[src/rtl/mmcm_ps_sequencer.sv]
// Sequences MMCM dynamic phase-shift steps per channel command, keeping a signed position per channel.
// psen one cycle after accept; cmd_ready only in IDLE; optional abort port under MMCM_PS_ABORT_EN.
module mmcm_ps_sequencer #(
   parameter int  N_CH           = 2,
   parameter int  STEP_W         = 16,
   parameter int  POS_W          = 16,
   parameter int  GAP_CYCLES     = 4,
   parameter int  TIMEOUT_CYCLES = 64,
   localparam int CH_W           = (N_CH > 1) ? $clog2(N_CH) : 1
) (
   input  logic                  clk,
   input  logic                  aresetn,
   input  logic                  cmd_valid,
   output logic                  cmd_ready,
   input  logic [CH_W-1:0]       cmd_ch,
   input  logic [STEP_W-1:0]     cmd_steps,
   input  logic                  cmd_dir,
`ifdef MMCM_PS_ABORT_EN
   input  logic                  abort,
`endif
   output logic [N_CH-1:0]       psen,
   output logic [N_CH-1:0]       psincdec,
   input  logic [N_CH-1:0]       psdone,
   output logic                  busy,
   output logic                  done,
   output logic                  err_timeout,
   output logic [N_CH*POS_W-1:0] phase_pos
);

   localparam int CNT_MAX = (TIMEOUT_CYCLES > GAP_CYCLES) ? TIMEOUT_CYCLES : GAP_CYCLES;
   localparam int CNT_W   = $clog2(CNT_MAX + 1);

   typedef enum logic [1:0] {S_IDLE, S_PULSE, S_WAIT, S_GAP} state_t;

   state_t            state_q, state_d;
   logic [CH_W-1:0]   ch_q, ch_d;
   logic              dir_q, dir_d;
   logic [STEP_W-1:0] rem_q, rem_d;
   logic [CNT_W-1:0]  cnt_q, cnt_d;
   logic [POS_W-1:0]  pos_q [N_CH];
   logic [POS_W-1:0]  pos_d [N_CH];
   logic [N_CH-1:0]   psen_q, psen_d;
   logic [N_CH-1:0]   psincdec_q, psincdec_d;
   logic              busy_q, busy_d;
   logic              done_q, done_d;
   logic              err_q, err_d;
   logic              rdy_q, rdy_d;
   logic              abort_now;

`ifdef MMCM_PS_ABORT_EN
   logic abort_pend_q, abort_pend_d;
   assign abort_now = abort | abort_pend_q;

   // An abort seen while a step is in flight is held until that step's psdone or timeout.
   always_comb begin
      abort_pend_d = abort_pend_q;
      if (state_d == S_IDLE)
         abort_pend_d = 1'b0;
      else if (state_q == S_PULSE || state_q == S_WAIT)
         abort_pend_d = abort_now;
   end

   always_ff @(posedge clk or negedge aresetn) begin
      if (!aresetn) abort_pend_q <= 1'b0;
      else          abort_pend_q <= abort_pend_d;
   end
`else
   assign abort_now = 1'b0;
`endif

   always_comb begin
      state_d = state_q;
      ch_d    = ch_q;
      dir_d   = dir_q;
      rem_d   = rem_q;
      cnt_d   = cnt_q;
      pos_d   = pos_q;
      done_d  = 1'b0;
      err_d   = 1'b0;
      case (state_q)
         S_IDLE: begin
            if (cmd_valid && rdy_q) begin
               ch_d  = cmd_ch;
               dir_d = cmd_dir;
               rem_d = cmd_steps;
               if (cmd_steps == '0 || int'(cmd_ch) >= N_CH) done_d  = 1'b1;
               else                                          state_d = S_PULSE;
            end
         end
         S_PULSE: begin
            state_d = S_WAIT;
            cnt_d   = CNT_W'(1);
         end
         S_WAIT: begin
            if (psdone[ch_q]) begin
               pos_d[ch_q] = dir_q ? pos_q[ch_q] + POS_W'(1) : pos_q[ch_q] - POS_W'(1);
               rem_d       = rem_q - STEP_W'(1);
               if (rem_q == STEP_W'(1) || abort_now) begin
                  state_d = S_IDLE;
                  done_d  = 1'b1;
               end else begin
                  state_d = S_GAP;
                  cnt_d   = CNT_W'(1);
               end
            end else if (cnt_q == CNT_W'(TIMEOUT_CYCLES)) begin
               state_d = S_IDLE;
               err_d   = 1'b1;
            end else begin
               cnt_d = cnt_q + CNT_W'(1);
            end
         end
         S_GAP: begin
            if (abort_now) begin
               state_d = S_IDLE;
               done_d  = 1'b1;
            end else if (cnt_q == CNT_W'(GAP_CYCLES)) begin
               state_d = S_PULSE;
            end else begin
               cnt_d = cnt_q + CNT_W'(1);
            end
         end
         default: state_d = S_IDLE;
      endcase

      // Outputs are registered from the next state so psen lands exactly in the PULSE cycle.
      psen_d     = '0;
      psincdec_d = '0;
      if (state_d == S_PULSE)  psen_d[ch_d]     = 1'b1;
      if (state_d != S_IDLE)   psincdec_d[ch_d] = dir_d;
      busy_d = (state_d != S_IDLE);
      rdy_d  = (state_d == S_IDLE);
   end

   always_ff @(posedge clk or negedge aresetn) begin
      if (!aresetn) begin
         state_q    <= S_IDLE;
         ch_q       <= '0;
         dir_q      <= 1'b0;
         rem_q      <= '0;
         cnt_q      <= '0;
         for (int i = 0; i < N_CH; i++) pos_q[i] <= '0;
         psen_q     <= '0;
         psincdec_q <= '0;
         busy_q     <= 1'b0;
         done_q     <= 1'b0;
         err_q      <= 1'b0;
         rdy_q      <= 1'b0;
      end else begin
         state_q    <= state_d;
         ch_q       <= ch_d;
         dir_q      <= dir_d;
         rem_q      <= rem_d;
         cnt_q      <= cnt_d;
         pos_q      <= pos_d;
         psen_q     <= psen_d;
         psincdec_q <= psincdec_d;
         busy_q     <= busy_d;
         done_q     <= done_d;
         err_q      <= err_d;
         rdy_q      <= rdy_d;
      end
   end

   assign cmd_ready   = rdy_q;
   assign psen        = psen_q;
   assign psincdec    = psincdec_q;
   assign busy        = busy_q;
   assign done        = done_q;
   assign err_timeout = err_q;

   for (genvar g = 0; g < N_CH; g++) begin : g_pos
      assign phase_pos[g*POS_W +: POS_W] = pos_q[g];
   end

endmodule

[config.mk]
export PLATFORM = sky130hd
export DESIGN_NAME = mmcm_ps_sequencer
export DESIGN_NICKNAME = d
export VERILOG_FILES = /design/src/rtl/mmcm_ps_sequencer.sv
export SDC_FILE = /design/constraint.sdc
export NUM_CORES = 1
export LEC_CHECK = 0
export CAP_MARGIN = 10
export CELL_PAD_IN_SITES_DETAIL_PLACEMENT = 0
export CELL_PAD_IN_SITES_GLOBAL_PLACEMENT = 1
export CORE_UTILIZATION = 35
export DETAILED_ROUTE_END_ITERATION = 6
export PLACE_DENSITY = 0.72
export SYNTH_ARGS = -nofsm -noshare
export SYNTH_HDL_FRONTEND = slang
export SYNTH_SLANG_ARGS = --single-unit
[constraint.sdc]
create_clock -name clk -period 2.95 [get_ports clk]
set_input_delay 0.7375 -clock clk [delete_from_list [all_inputs] [get_ports clk]]
set_output_delay 0.7375 -clock clk [all_outputs]
set_load 0.03 [all_outputs]
==> flow_summary.json, run 1 <==
{
  "run_status": "completed",
  "cp_top_family": "compound AO/OA/AOI/OAI gates",
  "dp_hpwl_mm": 7.753,
  "cts_setup_buffers": 0,
  "drt_iter0_drc": 139,
  "fmax_ghz": 0.3613,
  "syn_area_um2": 4011,
  "ys_top_cells_by_count": "dfrtp_1, o21ai_0, nand2_1",
  "cp_num_buf_inv": 1,
  "grt_pass1_vias": 3594,
  "grt_antenna_before_repair": 0,
  "final_max_slew_viol_count": 0,
  "drtAntennaViolNets": 0,
  "grt_pass1_wl_mm": 17.44,
  "diodes": 0,
  "ir_drop_v": 0.0005841,
  "clkSinkCount": 67,
  "post-route-period-util": 0.9383,
  "ys_warn_count": 0,
  "cp-end-kind": "flip-flop",
  "cp_slowest_cell": "dfrtp_2",
  "drv_cap": 0,
  "std_cell_rows": 38,
  "ys_seq_area_frac": 0.4180,
  "path_depth": 7,
  "yosys.area.top_type": "dfrtp_1",
  "drive_gt1_frac": 0.1147,
  "nFillCells": 1074,
  "leakagePower_nw": 2.178,
  "portBuffers": 62,
  "fin_nets": 562,
  "crit_type": "reg -> reg",
  "overflow": 0,
  "dieArea_um2": 11890,
  "async_reset_ff_frac": 1.000,
  "pin_count": 63,
  "critical_path_required_ps": 3160,
  "rr_worst_depth": 7,
  "wl_per_cell_um": 15.68,
  "pre_cts_slack_ps": 53.76,
  "dieHeight_um": 109.1,
  "ctsResizeCount": 0,
  "hp-class": "in -> async",
  "die_x_um": 109.1,
  "setup_viol": 0,
  "fin_ws_ps": 181.9,
  "rsz0062_at_grt": "no",
  "synthTopCellsByArea": "dfrtp_1, o21ai_0, ha_1",
  "grt_start_max_net_pins": 44,
  "clkSlewWorstSetupHoldPaths_ps": 50,
  "ys.flop_type": "dfrtp_1",
  "hold_viol": 0,
  "r2r_end": "phase_pos[15]",
  "cts_tree": "built",
  "hold_buffers": 0,
  "firstDrtPassIters": 4,
  "cts_made_buffers": 9,
  "vias": 3590,
  "cts.path.max_buffers": 2,
  "period_minus_slack_ps": 2768,
  "synth_top_area_share": 0.4180,
  "powerDensity_nw_per_um2": 1138,
  "drt-total-wl_mm": 10.40,
  "startpoint_type": "flip-flop",
  "syn_area_per_cell_um2": 8.954,
  "syn_inst": 448,
  "worstMarginPinSlew_ps": 624.5,
  "clk_latency_ps": 330,
  "clock_skew_ps": 3.455,
  "crit_fanout": 13,
  "arrival_ps": 2980,
  "drcViolationCount": 0,
  "avgViaCountPerCell": 5.415,
  "yosysMostFrequentCell": "dfrtp_1",
  "syn_nets": 490,
  "root_buffer": "clkbuf_16",
  "grtUsageTotal": 0.1899,
  "areaGrowthSynthToFinish_pct": 27.89,
  "slew_headroom": 0.5837,
  "tns_ps": 0,
  "cp_cell_sequence": "buf_4 > mux2_2 > ha_1 > a21oi_1 > o21ai_0 > or4_1 > o211a_1",
  "synth-edff-count": 0,
  "rrSetupSlack_ps": 180,
  "synth.distinct_cells": 62,
  "slowest_delay_ps": 520,
  "initial_utilization": 0.3652,
  "design.core.area_um2": 10980,
  "globalplace.congestion": 0.8917,
  "htreeDepth": 3,
  "r2r-start": "ch_q",
  "synth_seq_cells": 67
}
sequential cells by signal (all words and copies together) (netlist names), 2 cells and up:
register and cells:
state_q 2, psen 2, phase_pos 32, cnt_q 7, psincdec 2, rem_q 16
report_power, final:
group          internal (W)  switching (W)
logic               0.00136        0.00189
registers           0.00129       0.000370
clock network      0.000552       0.000372
worst max path at each step:
stage	startpoint	to	slack, ps
floorplan	ch_q	phase_pos[15]	10
global placement	psdone[1]	psincdec[0]	80
detailed placement	psdone[0]	cnt_q[5]	50
CTS	ch_q	phase_pos[15]	50
global route	ch_q	phase_pos[15]	60
finish	ch_q	phase_pos[15]	180
placed cells by master, fill, tap and decap left out, types with 11 or more instances in the layout:
cell and n:
nand3_1 13, ha_1 18, inv_1 14, mux2_2 13
nand2_1 56, nor2_1 21, clkdlybuf4s50_1 61, buf_4 20
nor3_1 11, a21oi_1 35, o21ai_0 63, dfrtp_1 66
layout make-up:
type / count / area, um^2 / area share
Clock buffer: 10 / 229.0 / 0.04463
Clock inverter: 4 / 20.02 / 0.003902
Inverter: 16 / 62.56 / 0.01220
Multi-Input combinational cell: 343 / 2180 / 0.4249
Sequential cell: 67 / 1678 / 0.3271
Tap cell: 140 / 175.2 / 0.03415
Timing Repair Buffer: 83 / 785.8 / 0.1532
cell families after synthesis:
group	after synthesis	synth area share
buffers and inverters	38	0.03868
adders and majority gates	19	0.06114
muxes	21	0.05864
xor gates and xnor gates	12	0.02620
DFF	67	0.4180
AOI/OAI and AO/OA	142	0.2102
and+or+nand+nor	149	0.1871
per-layer routing:
| metal | part of all wire | GRT usage | up-vias |
|---|---|---|---|
| met5 | 0 | 0 | - |
| met4 | 0.011 | 0.07239 | 0 |
| met3 | 0.037 | 0.03108 | 8 |
| met2 | 0.45 | 0.2947 | 68 |
| met1 | 0.50 | 0.2634 | 1736 |
| li1 | - | - | 1778 |
per-stage QoR:
step | cells | utilization | total power (W) | area (um^2) | hold WS, ps
final | 663 | 0.4671 | 0.005838 | 5130 | 412.1
after global routing | 663 | 0.4671 | 0.006311 | 5130 | 460.9
after CTS | 663 | 0.4670 | 0.005877 | 5129 | 430.8
after detailed placement | 649 | 0.4443 | 0.004912 | 4880 | 481.8
after global placement | 649 | 0.4443 | 0.004871 | 4880 | 478.2
after floorplan | 448 | - | 0.003795 | 4014 | 441.9
Power figures use the tool's default switching activity.
==> run 2, diff against run 1 <==
CTS_BUF_LIST = sky130_fd_sc_hd__clkbuf_8   (was default)
PLACE_DENSITY = 0.77   (was 0.72)
==> run 2 against run 1 <==
  * Non-clock buffer count fell by 3
  * Largest cell class unchanged
  * Critical endpoint is now phase_pos[28]
  * Largest power group unchanged
  * Die area stayed put
  * Critical path type unchanged
  * Clock power is 26% lower
  * Routed wire length fell by 1.4%
  * Count of clock-buffer cells in the layout increased by 1
  * Critical path depth is 3 higher
==> flow_summary.json, run 2 (synthesis gave the netlist of run 1 again) <==
{
  "portBuffers": 62,
  "crit_fanout": 14,
  "rsz0062_at_grt": "yes",
  "grt_pass1_wl_mm": 17.31,
  "globalplace.congestion": 0.7968,
  "crit_type": "reg -> reg",
  "avgViaCountPerCell": 5.408,
  "std_cell_rows": 38,
  "diodes": 0,
  "design.core.area_um2": 10980,
  "grt_start_max_net_pins": 40,
  "clkSinkCount": 67,
  "cts.path.max_buffers": 2,
  "place_area_um2": 4857,
  "fmax_ghz": 0.3667,
  "period_minus_slack_ps": 2727,
  "clkSlewWorstSetupHoldPaths_ps": 70,
  "dp_hpwl_mm": 7.584,
  "pin_count": 63,
  "wl_per_cell_um": 15.53,
  "hold_buffers": 0,
  "r2r-start": "ch_q",
  "firstDrtPassIters": 4,
  "pre_cts_slack_ps": 45.27,
  "slew_headroom": 0.6056,
  "grt_pass1_vias": 3523,
  "grt_antenna_before_repair": 0,
  "overflow": 0,
  "htreeDepth": 3,
  "powerDensity_nw_per_um2": 1105,
  "instances_no_fill": 660,
  "setup_viol": 0,
  "arrival_ps": 3000,
  "rrSetupSlack_ps": 220,
  "initial_utilization": 0.3652,
  "fin_nets": 559,
  "drtAntennaViolNets": 0,
  "clock_skew_ps": 7.773,
  "cts_made_buffers": 9,
  "clk_latency_ps": 350,
  "rr_worst_depth": 10,
  "r2r_end": "phase_pos[28]",
  "drt_iter0_drc": 273,
  "drcViolationCount": 0,
  "leakagePower_nw": 2.127,
  "areaGrowthSynthToFinish_pct": 25.51,
  "drive_gt1_frac": 0.1115,
  "drt-total-wl_mm": 10.25,
  "die_x_um": 109.1,
  "ir_drop_v": 0.0005668,
  "run_status": "completed",
  "largest_reg_flops": 32,
  "final_util": 0.4584,
  "final_max_slew_viol_count": 0,
  "hp-class": "in -> async",
  "fin_ws_ps": 223.0,
  "drv_cap": 0,
  "cts_tree": "built",
  "vias": 3569,
  "mostFrequentLayoutCells": "dfrtp_1, o21ai_0, clkdlybuf4s50_1",
  "place_inst": 646,
  "dieArea_um2": 11890,
  "hold_viol": 0,
  "worstMarginPinSlew_ps": 591.6,
  "critical_path_required_ps": 3230,
  "post-route-period-util": 0.9244,
  "cp-end-kind": "flip-flop",
  "root_buffer": "clkbuf_8",
  "nFillCells": 1066,
  "grtUsageTotal": 0.1895,
  "postLayoutCellArea_um2": 5035,
  "startpoint_type": "flip-flop",
  "layout_commonest_cell": "dfrtp_1",
  "dieHeight_um": 109.1
}
## run 2: cell types whose count changed in the layout (fill, tap and decap cells not counted), sizes merged
cell      before  now
inv           14   15
buf           22   19
clkinv         6    3
clkinvlp       0    1
clkbuf        10   11
## run 2: critical path, stage by stage, from the launching register on
cell and delay [ps]:
dfrtp_1 410, buf_12 160, mux2_4 220, clkinv_2 70
fa_1 440, nor2b_1 180, o2111ai_1 180, a31oi_1 290
a21oi_2 140, or4_1 470, nand3_1 100
## run 2: stage by stage
stage | TNS [ps] | power [W] | hold WS (ps)
2_1_floorplan | 0 | 0.003795 | 441.9
3_3_place_gp | 0 | 0.004792 | 469.8
3_5_place_dp | 0 | 0.004854 | 474.5
4_1_cts | 0 | 0.005572 | 416.0
5_1_grt | -3.479 | 0.006072 | 446.1
6_report | 0 | 0.005563 | 406.4
## run 2: layout make-up
type | count | area [um^2] | area share
Inverter | 16 | 62.56 | 0.01243
Timing Repair Buffer | 80 | 763.2 | 0.1516
Clock buffer | 11 | 151.4 | 0.03007
Clock inverter | 3 | 16.27 | 0.003231
Multi-Input combinational cell | 343 | 2190 | 0.4349
Sequential cell | 67 | 1677 | 0.3330
Tap cell | 140 | 175.2 | 0.03479
## run 2: power breakdown
part           internal, W  total, W  switching [W]  leakage [nW]
clock             0.000337  0.000682       0.000345        0.0885
combinational      0.00134   0.00324        0.00189          1.21
sequential         0.00129   0.00164       0.000354         0.833
total              0.00297   0.00556        0.00259          2.13
## run 2: timing repair
action,in CTS,in global routing
buffers inserted,0,0
resized for setup,0,2
endpoints found under the setup margin,0,5
## run 2: worst max path at each step
stage,cells after the start,from,slack (ps),end
2_1_floorplan,10,ch_q,10,phase_pos[15]
3_3_place_gp,8,psdone[0],180,cnt_q[5]
3_5_place_dp,8,psdone[0],50,cnt_q[5]
4_1_cts,10,ch_q,160,phase_pos[28]
5_1_grt,9,ch_q,-3,phase_pos[28]
6_report,10,ch_q,220,phase_pos[28]
## run 2: layer usage
layer  vias up  GRT usage  part of all wire
met1      1713     0.2450              0.46
met2        81     0.3104              0.47
met4         0    0.07239             0.014
li1       1764          -                 -
met5         -          0                 0
met3        11    0.03766             0.054
==> run 3, diff against run 2 <==
CORE_ASPECT_RATIO = 2   (was default)
HOLD_SLACK_MARGIN = 0.06   (was default)
clock period = 2.5 ns   (was 2.95 ns; I/O delays follow)
==> run 3 against run 2 <==
  * The flow now finishes with violations (setup timing)
  * First-iteration DRC count is 51% lower
  * Global-route usage is 1.6 points higher
  * Final cell count is 7.3% higher
  * Non-clock buffer count is 44 higher
  * Register-to-register slack worse by 300 ps
  * Via count is 6.6% higher
  * Utilization is 5.9 points higher
  * Combinational power is 56% higher
  * Power is 46% higher
  * Sequential share of layout area is 4.4 points lower
  * Highest routed layer unchanged
==> flow_summary.json, run 3 (synthesis gave the netlist of run 1 again) <==
{
  "run_status": "finished, violations left",
  "violations": "setup timing",
  "cp_num_buf_inv": 1,
  "pre_cts_slack_ps": -223.8,
  "period_minus_slack_ps": 2574,
  "slowest_delay_ps": 490,
  "clock_power_share": 0.133,
  "clkSinkCount": 67,
  "diodes": 0,
  "startpoint_type": "flip-flop",
  "clock_skew_ps": 10.37,
  "cts_made_buffers": 9,
  "drv_cap": 0,
  "grtUsageTotal": 0.2055,
  "clkSlewWorstSetupHoldPaths_ps": 80,
  "areaGrowthSynthToFinish_pct": 44.79,
  "cp_cell_sequence": "buf_12 > mux2_4 > ha_4 > a21oi_4 > o21a_1 > a2bb2oi_4 > nand3b_4 > or4_4 > o211a_1",
  "root_buffer": "clkbuf_8",
  "switching_share": 0.4405,
  "largest_reg_flops": 32,
  "rsz0062_at_grt": "yes",
  "drtAntennaViolNets": 0,
  "grt_start_max_net_pins": 42,
  "mostFrequentLayoutCells": "dfrtp_1, clkdlybuf4s50_1, buf_4",
  "vias": 3804,
  "hold_buffers": 0,
  "powerDensity_nw_per_um2": 1395,
  "drt-total-wl_mm": 11.58,
  "std_cell_rows": 55,
  "internal-power_w": 0.004532,
  "power_w": 0.008100,
  "grt_antenna_before_repair": 0,
  "globalplace.congestion": 0.8651,
  "leakagePower_nw": 2.424,
  "dieArea_um2": 11920,
  "crit_fanout": 8,
  "final_max_slew_viol_count": 0,
  "fin_ws_ps": -73.51,
  "overflow": 0,
  "clk_latency_ps": 350,
  "ir_drop_v": 0.0006160,
  "crit_type": "reg -> reg",
  "cts.path.max_buffers": 2,
  "cp_top_family": "compound AO/OA/AOI/OAI gates",
  "pin_count": 63,
  "wl_per_cell_um": 16.36,
  "share_comb_of_total_power": 0.624,
  "nFillCells": 1034,
  "hp-class": "in -> async",
  "postLayoutCellArea_um2": 5808,
  "place_area_um2": 5298,
  "critical_path_required_ps": 2750,
  "dieHeight_um": 153.4,
  "avgViaCountPerCell": 5.373,
  "portBuffers": 62,
  "fin_nets": 603,
  "setup_viol": 4,
  "post-route-period-util": 1.029,
  "htreeDepth": 3,
  "cp_slowest_cell": "dfrtp_2",
  "design.core.area_um2": 11220,
  "arrival_ps": 2820,
  "slew_headroom": 0.5758,
  "drt_iter0_drc": 135,
  "fmax_ghz": 0.3886,
  "firstDrtPassIters": 4,
  "die_x_um": 77.70,
  "grt_pass1_vias": 4042,
  "cp-end-kind": "flip-flop",
  "p_switching_w": 0.003568,
  "drcViolationCount": 0,
  "grt_pass1_wl_mm": 19.09,
  "layout_commonest_cell": "dfrtp_1",
  "cts_tree": "built",
  "dp_hpwl_mm": 8.762,
  "worstMarginPinSlew_ps": 636.3,
  "pwr-share-seq": 0.243,
  "tns_ps": -177.5,
  "initial_utilization": 0.3576,
  "hold_viol": 0,
  "drive_gt1_frac": 0.2527
}
==> run 3: changes by cell type in the layout (fill, tap and decap cells not counted), moves of 4 or more <==
cell | before | now
a21oi_1 | 34 | 28
a21oi_4 | 0 | 4
buf_4 | 17 | 58
ha_1 | 18 | 9
ha_4 | 0 | 8
mux2_2 | 13 | 9
mux2_4 | 1 | 5
o21ai_0 | 63 | 56
o21ai_1 | 2 | 8
==> run 3: layer usage <==
metal	global-route usage	wire length [um]	vias up
li1	-	-	1858
met1	0.1912	4190	1825
met2	0.4024	6681	91
met3	0.04537	370	30
met4	0.1033	341	0
met5	0	0	-
==> run 3: final timing paths <==
path / startpoint / endpoint / slack, ps / cells after the start
min in group clk: rem_q[14] / rem_q[14] / 500 / 2
min: aresetn / phase_pos[19] / 290 / 1
max reg2reg: ch_q / phase_pos[31] / -70 / 9
min reg2reg: rem_q[14] / rem_q[14] / 500 / 2
max in group asynchronous: aresetn / phase_pos[11] / 1560 / 2
max: ch_q / phase_pos[31] / -70 / 9
==> run 3: final cells by class <==
cell class                 count  area (um^2)  share of cell area
clock buffer                  11        151.4             0.02607
inverter                      16        66.31             0.01142
sequential                    67         1679              0.2891
timing repair buffer         124         1122              0.1932
multi-input combinational    343         2526              0.4349
tap                          142        177.7             0.03059
clock inverter                 5        85.08             0.01465
==> run 3: what timing repair did <==
item	4_1_cts	5_1_grt
setup endpoints to repair	15	25
resized for setup	17	32
pin swaps	4	14
cloned	0	0
buffers inserted	2	3
==> run 3: per-stage QoR <==
stage          utilization  cells  hold WS (ps)
2_1_floorplan            -    448         329.4
3_3_place_gp        0.4723    687         474.9
3_5_place_dp        0.4723    687         486.7
4_1_cts             0.5028    705         301.7
5_1_grt             0.5178    708         327.0
6_report            0.5178    708         290.1
==> run 3: worst reg2reg max path: cells and delay by family (launching register included) <==
kind            cells  cell delay, ps
buf+inv             1             180
fa+ha+maj           1             260
flops               1             490
simple gates        2             580
mux                 1             310
compound gates      4             660
==> run 3: power groups by stage <==
stage,Combinational (W),Sequential (W),Clock (W)
floorplan,0.00237,0.00233,0
global placement,0.00436,0.00195,0
detailed placement,0.00445,0.00197,0
CTS,0.00472,0.00195,0.00111
global route,0.00548,0.00203,0.00115
finish,0.00505,0.00197,0.00108
